$ cat src/rtl/ff_bank_pkg.sv
// Shared mode/policy encodings and the single-channel next-state function
// for the multi-mode flip-flop bank.
package ff_bank_pkg;

   localparam logic [1:0] MODE_SR = 2'b00;
   localparam logic [1:0] MODE_JK = 2'b01;
   localparam logic [1:0] MODE_D  = 2'b10;
   localparam logic [1:0] MODE_T  = 2'b11;

   localparam logic [1:0] POL_HOLD = 2'b00;
   localparam logic [1:0] POL_SET  = 2'b01;
   localparam logic [1:0] POL_RST  = 2'b10;
   localparam logic [1:0] POL_TOG  = 2'b11;

   // Next state of one channel for an enabled, non-load cycle.
   function automatic logic ff_next(input logic [1:0] mode, input logic [1:0] pol,
                                    input logic a, input logic b, input logic q);
      logic nq;
      nq = q;
      case (mode)
         MODE_SR: begin
            case ({a, b})
               2'b01:   nq = 1'b0;
               2'b10:   nq = 1'b1;
               2'b11: begin
                  case (pol)
                     POL_SET: nq = 1'b1;
                     POL_RST: nq = 1'b0;
                     POL_TOG: nq = ~q;
                     default: nq = q;
                  endcase
               end
               default: nq = q;
            endcase
         end
         MODE_JK: begin
            case ({a, b})
               2'b01:   nq = 1'b0;
               2'b10:   nq = 1'b1;
               2'b11:   nq = ~q;
               default: nq = q;
            endcase
         end
         MODE_D:  nq = a;
         default: nq = a ? ~q : q;
      endcase
      return nq;
   endfunction

endpackage

$ cat src/rtl/ff_bank_cell.sv
// One flip-flop channel: state bit, mode register, next-state mux and
// registered S=R=1 flag.
module ff_bank_cell
   import ff_bank_pkg::*;
#(
   parameter logic INIT_BIT = 1'b0
) (
   input  logic       clk,
   input  logic       rst_n,
   input  logic       en,
   input  logic       ld,
   input  logic       ld_val,
   input  logic       a,
   input  logic       b,
   input  logic       mode_wr,
   input  logic [1:0] mode_in,
   input  logic [1:0] sr_policy,
   output logic       q,
   output logic       illegal,
   output logic       illegal_set_c
);

   logic [1:0] mode;

   // Raised for the edge at which this channel sees an illegal SR sample.
   assign illegal_set_c = en & ~ld & (mode == MODE_SR) & a & b;

   // Mode update is concurrent with evaluation, so en uses the old mode.
   always_ff @(posedge clk or negedge rst_n) begin
      if (!rst_n) begin
         q       <= INIT_BIT;
         mode    <= MODE_SR;
         illegal <= 1'b0;
      end else begin
         if (mode_wr) mode <= mode_in;
         if (ld)      q <= ld_val;
         else if (en) q <= ff_next(mode, sr_policy, a, b, q);
         illegal <= illegal_set_c;
      end
   end

endmodule

$ cat src/rtl/multi_mode_ff_bank.sv
// Bank of WIDTH independently configurable SR/JK/D/T channels with load,
// enable, SR conflict policy and a saturating illegal-cycle counter.
module multi_mode_ff_bank
   import ff_bank_pkg::*;
#(
   parameter int unsigned      WIDTH = 8,
   parameter int unsigned      CNT_W = 4,
   parameter logic [WIDTH-1:0] INIT  = '0
) (
   input  logic               clk,
   input  logic               rst_n,
   input  logic               en,
   input  logic [WIDTH-1:0]   a,
   input  logic [WIDTH-1:0]   b,
   input  logic               ld,
   input  logic [WIDTH-1:0]   ld_val,
   input  logic               mode_wr,
   input  logic [2*WIDTH-1:0] mode_in,
   input  logic [1:0]         sr_policy,
   input  logic               err_clr,
   output logic [WIDTH-1:0]   q,
   output logic [WIDTH-1:0]   q_bar,
   output logic [WIDTH-1:0]   illegal,
   output logic [CNT_W-1:0]   err_cnt
);

   logic [WIDTH-1:0] set_c;
   logic             any_set_c;

   for (genvar i = 0; i < WIDTH; i++) begin : g_cell
      ff_bank_cell #(
         .INIT_BIT (INIT[i])
      ) u_cell (
         .clk           (clk),
         .rst_n         (rst_n),
         .en            (en),
         .ld            (ld),
         .ld_val        (ld_val[i]),
         .a             (a[i]),
         .b             (b[i]),
         .mode_wr       (mode_wr),
         .mode_in       (mode_in[2*i+1 -: 2]),
         .sr_policy     (sr_policy),
         .q             (q[i]),
         .illegal       (illegal[i]),
         .illegal_set_c (set_c[i])
      );
   end

   assign q_bar     = ~q;
   assign any_set_c = |set_c;

   // One count per offending edge; clear beats a same-edge increment.
   always_ff @(posedge clk or negedge rst_n) begin
      if (!rst_n)
         err_cnt <= '0;
      else if (err_clr)
         err_cnt <= '0;
      else if (any_set_c && (err_cnt != {CNT_W{1'b1}}))
         err_cnt <= err_cnt + CNT_W'(1);
   end

endmodule
$ cat config.mk
export PLATFORM = sky130hd
export DESIGN_NAME = multi_mode_ff_bank
export DESIGN_NICKNAME = d
export VERILOG_FILES = /design/src/rtl/ff_bank_pkg.sv /design/src/rtl/ff_bank_cell.sv /design/src/rtl/multi_mode_ff_bank.sv
export SDC_FILE = /design/constraint.sdc
export NUM_CORES = 1
export LEC_CHECK = 0
export CAP_MARGIN = 20
export CORE_AREA = 4 4 85 87
export CTS_CLUSTER_DIAMETER = 200
export CTS_CLUSTER_SIZE = 30
export DETAILED_ROUTE_END_ITERATION = 16
export DIE_AREA = 0 0 89 91
export HOLD_SLACK_MARGIN = 0.06
export PLACE_DENSITY = 0.85
export SLEW_MARGIN = 0
export SYNTH_ARGS = -nofsm -noshare
export SYNTH_HDL_FRONTEND = slang
export SYNTH_SLANG_ARGS = --single-unit
export TNS_END_PERCENT = 10
$ cat constraint.sdc
create_clock -name clk -period 2 [get_ports clk]
set_input_delay 0.3 -clock clk [delete_from_list [all_inputs] [get_ports clk]]
set_output_delay 0.3 -clock clk [all_outputs]
set_load 0.01 [all_outputs]
==> out/results.tsv, run 1 <==
metric	value	unit
run status	complete, no violations	
pin count of the biggest net entering global routing	37	
final setup fails	0	
GP Congestion	0.879	
antenna cells	0	
Net count, final	566	
r2r setup slk	120	ps
commonest non-fill, non-tap cell in the layout	clkdlybuf4s50_1	
share of layout cells above drive strength 1	11.7	%
Syn Std Cell Area	3250	um^2
capture point of the worst reg-to-reg path	err_cnt[0]$_DFFE_PN0P_	
Final Routed Wirelength	7800	um
DR pass1 iterations	4	
Core Area	6350	um^2
initial antenna violation count	0	
CTS hold repair buffers	0	
Post-CTS Repair Setup Buffers	0	
first-pass GRT wire length	13100	um
DRT antenna net count	0	
TritonCTS sink count	36	
most frequent cells in the layout	clkdlybuf4s50_1 (74), ha_1 (65), inv_1 (52)	
clk slew on worst S/H paths	80	ps
Hold Vio Cnt, Final	0	
# DRC	0	
Slew headroom	44.7	%
die width	89	um
Placement Rows	29	
Synth Register Bits	36	
DR vias/cell	5.43	
H-tree depth	2	
syn_area_per_cell	8.97	um^2
critical path startpoint category	input port	
PortBufs	75	
Warnings, synthesis	0	
final clock skew	10.1	ps
Max Cap Viol	0	
clock buffer depth	2	
Pwr Density	527	nW/um^2
GRT overflow	0	
Leakage	0.00214	uW
cts bufs inserted	5	
Post-Syn Instances	363	
Starting Density	51.3	%
r2r worst-path depth	6	
FMAX	530	MHz
Worst-Skew Late Latency	290	ps
Worst-Margin Slew	829	ps
worst vdd ir	660	uV
Iteration-0 DRC Markers	112	
Avg WL per Cell	14.7	um
worst-path fanout max	8	
area delta synth->final	31.7	%
Critical path origin	en	
CP endpoint kind	flop	
Tot Pwr	2260	uW
CTS tree	built	
final worst path period need	1890	ps
r2r startpoint	g_cell[4].u_cell.mode[0]$_DFFE_PN0P_	
Post-synth ARST share	100	%
Distinct cells, synth	52	
Die Footprint	8100	um^2
post-CTS sizing	0	
worst path arrival time	2060	ps
Hold Path Class	in -> async	
RSZ-0062 raised after global routing	no	
Primary FF master, synth	dfrtp_1	
GRT Total Usage	20.0	%
critical setup path kind	in -> reg	
clk root buf	clkbuf_8	
Sum Neg Setup Slack	0	ps
Post-synth EDFFs	0	
Seq/Total Area, Yosys	27.7	%
I/O pin total	76	
crit share post-route	94.3	%
fin. max-slew vios	0	
number of global-route vias before repair	2925	
Critical Path RT	2180	ps
Post-DP HPWL	6110	um
Die Y	91	um
via count	2881	
synthesized net count	476	
power breakdown:
group	internal [uW]	switching [uW]	total, uW
registers	785	60.7	846
logic	402	366	768
clock network	369	274	643
final cells by class:
| cell class | count | area [um^2] |
|---|---|---|
| clock inverters | 3 | 42.5 |
| flip-flops and latches | 36 | 901 |
| repair buffers | 107 | 986 |
| inverters | 52 | 195 |
| well taps | 77 | 96.3 |
| multi-input cells | 251 | 2000 |
| fillers | 523 | 2060 |
| clock buffers | 5 | 68.8 |
per-layer routing:
metal | vias to the layer above | part of all wire [%] | GRT usage (%)
met5 | - | 0 | 0
met2 | 107 | 48 | 33.4
met3 | 30 | 7.5 | 3.26
li1 | 1433 | - | -
met4 | 0 | 3.4 | 8.56
met1 | 1311 | 41 | 25.3
stage by stage:
step           std cells  setup slack, ps  hold slack (ps)  utilization [%]  instance area (um^2)
2_1_floorplan        363              319             4.41                -                  3250
3_3_place_gp         523             -184              441             65.8                  4180
3_5_place_dp         523             -195              441             65.8                  4180
4_1_cts              531              113              126             67.5                  4290
5_1_grt              531             10.1              182             67.5                  4290
6_report             531              115              101             67.5                  4290
flip-flops by register name, indices dropped and copies added, names as in the netlist:
register	count
g_cell.u_cell.q	8
g_cell.u_cell.illegal	8
g_cell.u_cell.mode	16
err_cnt	4
Yosys cell counts (2+ instances only):
cell,n,area [um^2]
o311ai_0,2,17.5
ha_1,65,813
buf_4,16,120
or2_1,2,12.5
a221oi_1,3,26.3
a22oi_1,7,52.6
mux2_2,2,22.5
nand2_1,30,113
nor3_1,14,70.1
nand2b_1,2,12.5
buf_2,3,15.0
o21ai_0,29,145
a21oi_1,16,80.1
a211oi_1,3,22.5
and4_4,2,22.5
nand3_1,5,25.0
nor2b_1,6,37.5
a211o_1,5,43.8
a2111o_1,2,22.5
dfrtp_1,36,901
clkbuf_1,4,15.0
o22ai_1,4,25.0
inv_1,52,195
a21o_1,7,52.6
a31oi_1,2,12.5
nor2_1,4,15.0
o21ai_1,3,15.0
nand3b_1,3,22.5
nand4_1,7,43.8
nand4b_1,2,17.5
o31ai_1,2,15.0
mux2i_1,3,30.0
worst max path at each step:
stage	slack, ps	depth (start not counted)	endpoint
2_1_floorplan	320	6	err_cnt[0]$_DFFE_PN0P_
3_3_place_gp	-180	6	err_cnt[0]$_DFFE_PN0P_
3_5_place_dp	-200	6	err_cnt[0]$_DFFE_PN0P_
4_1_cts	110	6	err_cnt[0]$_DFFE_PN0P_
5_1_grt	10	6	err_cnt[3]$_DFFE_PN0P_
6_report	110	6	err_cnt[0]$_DFFE_PN0P_
kinds of logic (layout without fill, tap and decap cells):
| family | count (synthesis) | count (layout) | synth area share [%] |
|---|---|---|---|
| compound gates | 97 | 97 | 20.6 |
| fa+ha+maj | 65 | 65 | 25.0 |
| buf+inv | 76 | 167 | 11.0 |
| flops | 36 | 36 | 27.7 |
| mux | 6 | 6 | 2.08 |
| simple gates | 83 | 83 | 13.7 |
critical path, cell delays in order:
cell             delay [ps]
clkdlybuf4s50_1         470
nor2b_4                 290
nand4_1                 210
and4_4                  280
a32oi_4                 190
mux2_4                  320
(Power assumes the default switching activity.)
==> run 2, diff against run 1 <==
Settings changed: ABC_AREA set to 1, CORE_AREA 4 4 85 87 to 4 4 88 90, CTS_CLUSTER_SIZE 30 to 40, DIE_AREA 0 0 89 91 to 0 0 92 94.
==> run 2 against run 1 <==
  * Synthesized cell count increased by 46%
  * Maximum frequency is 10% higher
  * Via count up 20%
  * Die area is 6.8% higher
  * Sequential power rose by 2.8%
  * Non-clock buffer count decreased by 22
  * Combinational power up 13%
  * Total power rose by 8.9%
  * Final cell count grew 31%
  * Register-to-register slack better by 210 ps
  * Critical path depth shrank 4
  * Largest cell class unchanged
==> out/results.tsv, run 2 <==
metric	value	unit
antenna cells	0	
Hold Vio Cnt, Final	0	
Synth Register Bits	36	
Syn Std Cell Area	3540	um^2
Post-DP HPWL	7020	um
pin count of the biggest net entering global routing	33	
Max Cap Viol	0	
CTS tree	built	
I/O pin total	76	
GRT Total Usage	21.2	%
Core Area	7060	um^2
TritonCTS sink count	36	
Starting Density	50.2	%
GP Congestion	0.890	
run status	complete, no violations	
Leakage	0.00245	uW
Post-Synth XOR/XNOR Area	0.494	%
CP endpoint kind	output port	
cts bufs inserted	5	
count leader, synth	nand2_1	
first-pass GRT wire length	15000	um
Avg WL per Cell	12.8	um
Warnings, synthesis	0	
# DRC	0	
Primary FF master, synth	dfrtp_1	
most frequent cells in the layout	nand2_1 (155), inv_1 (89), clkdlybuf4s50_1 (74)	
FMAX	583	MHz
H-tree depth	2	
Worst-Margin Slew	493	ps
post-CTS sizing	0	
GRT overflow	0	
Sum Neg Setup Slack	0	ps
Iteration-0 DRC Markers	204	
Distinct cells, synth	18	
Worst-Skew Late Latency	290	ps
Hold Path Class	in -> async	
r2r worst-path depth	11	
critical path startpoint category	flop	
final clock skew	6.60	ps
Die Y	94	um
clk slew on worst S/H paths	80	ps
largest register by flop count	g_cell.u_cell.mode	
die width	92	um
final cell count without fillers	697	
crit share post-route	85.7	%
Top Registers	g_cell.u_cell.mode: 16 flops, g_cell.u_cell.illegal: 8 flops, g_cell.u_cell.q: 8 flops	
Compound-Gate Fraction of Synth Area	4.66	%
DR pass1 iterations	5	
Synth top area share	25.4	%
number of global-route vias before repair	3361	
dpl cell area	4320	um^2
Die Footprint	8650	um^2
clk root buf	clkbuf_8	
Slew headroom	67.1	%
commonest non-fill, non-tap cell in the layout	nand2_1	
clock buffer depth	2	
RSZ-0062 raised after global routing	no	
Placement Rows	31	
mux cell area share after synthesis	0	%
initial antenna violation count	0	
Post-synth EDFFs	0	
max reg flops	16	
worst path arrival time	1410	ps
Post-Syn Instances	529	
Final Routed Wirelength	8950	um
dpl cells	688	
Critical Path RT	1700	ps
worst vdd ir	264	uV
Post-synth ARST share	100	%
Pwr Density	551	nW/um^2
fin area	4460	um^2
Commonest cells post-synth	nand2_1 (155), inv_1 (89), ha_1 (65)	
Net count, final	710	
Seq/Total Area, Yosys	25.4	%
DRT antenna net count	0	
PortBufs	75	
FILL cells	652	
final setup fails	0	
area delta synth->final	25.9	%
Area contributors post-synth	dfrtp_1 (25%), ha_1 (23%), nand2_1 (16%), inv_1 (9.4%), nand3_1 (7.1%)	
simple-gate share of the synthesized area	31.6	%
DR vias/cell	4.95	
via count	3449	
adder-cell share of the synthesized area	23.0	%
syn_area_per_cell	6.70	um^2
Worst Hold Slack	499	ps
share of layout cells above drive strength 1	4.52	%
synthesized net count	642	
critical setup path kind	reg -> out	
largest family of logic cells by synthesized area	simple AND/OR/NAND/NOR gates	
leading area contributor after synthesis	dfrtp_1	
final worst path period need	1710	ps
fin. max-slew vios	0	
worst-path fanout max	4	
-- run 2: layout make-up --
class                   count  area [um^2]  area share [%]
multi-input cells         374         2110            47.4
flip-flops and latches     36          901            20.2
repair buffers             85          836            18.7
inverters                  95          359            8.05
well taps                  99          124            2.78
clock buffers               7         96.3            2.16
clock inverters             1         30.0           0.673
-- run 2: logic make-up (layout without fill, tap and decap cells) --
kind of cell / after synthesis / after routing
AND/OR/NAND/NOR: 274 / 274
AO/OA/AOI/OAI: 33 / 33
XOR/XNOR: 2 / 2
flip-flops: 36 / 36
adder cells (fa/ha/maj): 65 / 65
buffers and inverters: 119 / 188
-- run 2: final timing paths --
kind	from	end	slack [ps]
worst max-delay path	g_cell[1].u_cell.q$_DFFE_PN0P_	q_bar[1]	290
min in group clk	mode_in[2]	g_cell[1].u_cell.mode[0]$_DFFE_PN0P_	540
worst max register to register	g_cell[5].u_cell.mode[0]$_DFFE_PN0P_	err_cnt[0]$_DFFE_PN0P_	330
worst min-delay path	rst_n	g_cell[2].u_cell.q$_DFFE_PN0P_	500
worst min register to register	g_cell[3].u_cell.q$_DFFE_PN0P_	g_cell[3].u_cell.q$_DFFE_PN0P_	550
max in group asynchronous	rst_n	g_cell[4].u_cell.illegal$_DFF_PN0_	1030
-- run 2: repair_timing --
item | in CTS | in global routing
endpoints found under the hold margin | 17 | 0
hold buffers | 1 | 0
setup buffers | 0 | 0
-- run 2: critical path, stage by stage (launching register included) --
cell and delay, ps:
dfrtp_1 430, inv_1 140, clkdlybuf4s50_1 550
-- run 2: through the flow --
step                setup WS, ps  utilization, %  power [uW]
CTS                          290            63.2        2470
detailed placement          74.9            61.3        1740
global placement             108            61.3        1710
global route                 149            63.2        2620
floorplan                    634               -        1370
finish                       286            63.2        2460
-- run 2: power breakdown --
part	internal (uW)	total, uW	switching (uW)
clock	440	721	281
sequential	796	870	73.5
combinational	402	867	465
total	1640	2460	819
-- run 2: layer usage --
layer,GRT usage [%],routed length (um),up-vias
met5,0,0,-
li1,-,-,1725
met2,40.2,4590,120
met1,24.1,3720,1585
met3,3.45,471,19
met4,6.68,176,0
==> run 3, diff against run 2 <==
Settings changed: ABC_AREA 1 to not set, CORE_AREA 4 4 88 90 to 4 4 85 87, DIE_AREA 0 0 92 94 to 0 0 89 91, SKIP_LAST_GASP set to 1.
==> results of run 3 <==
Final layout, timing and power as in run 1 (identical DEF).
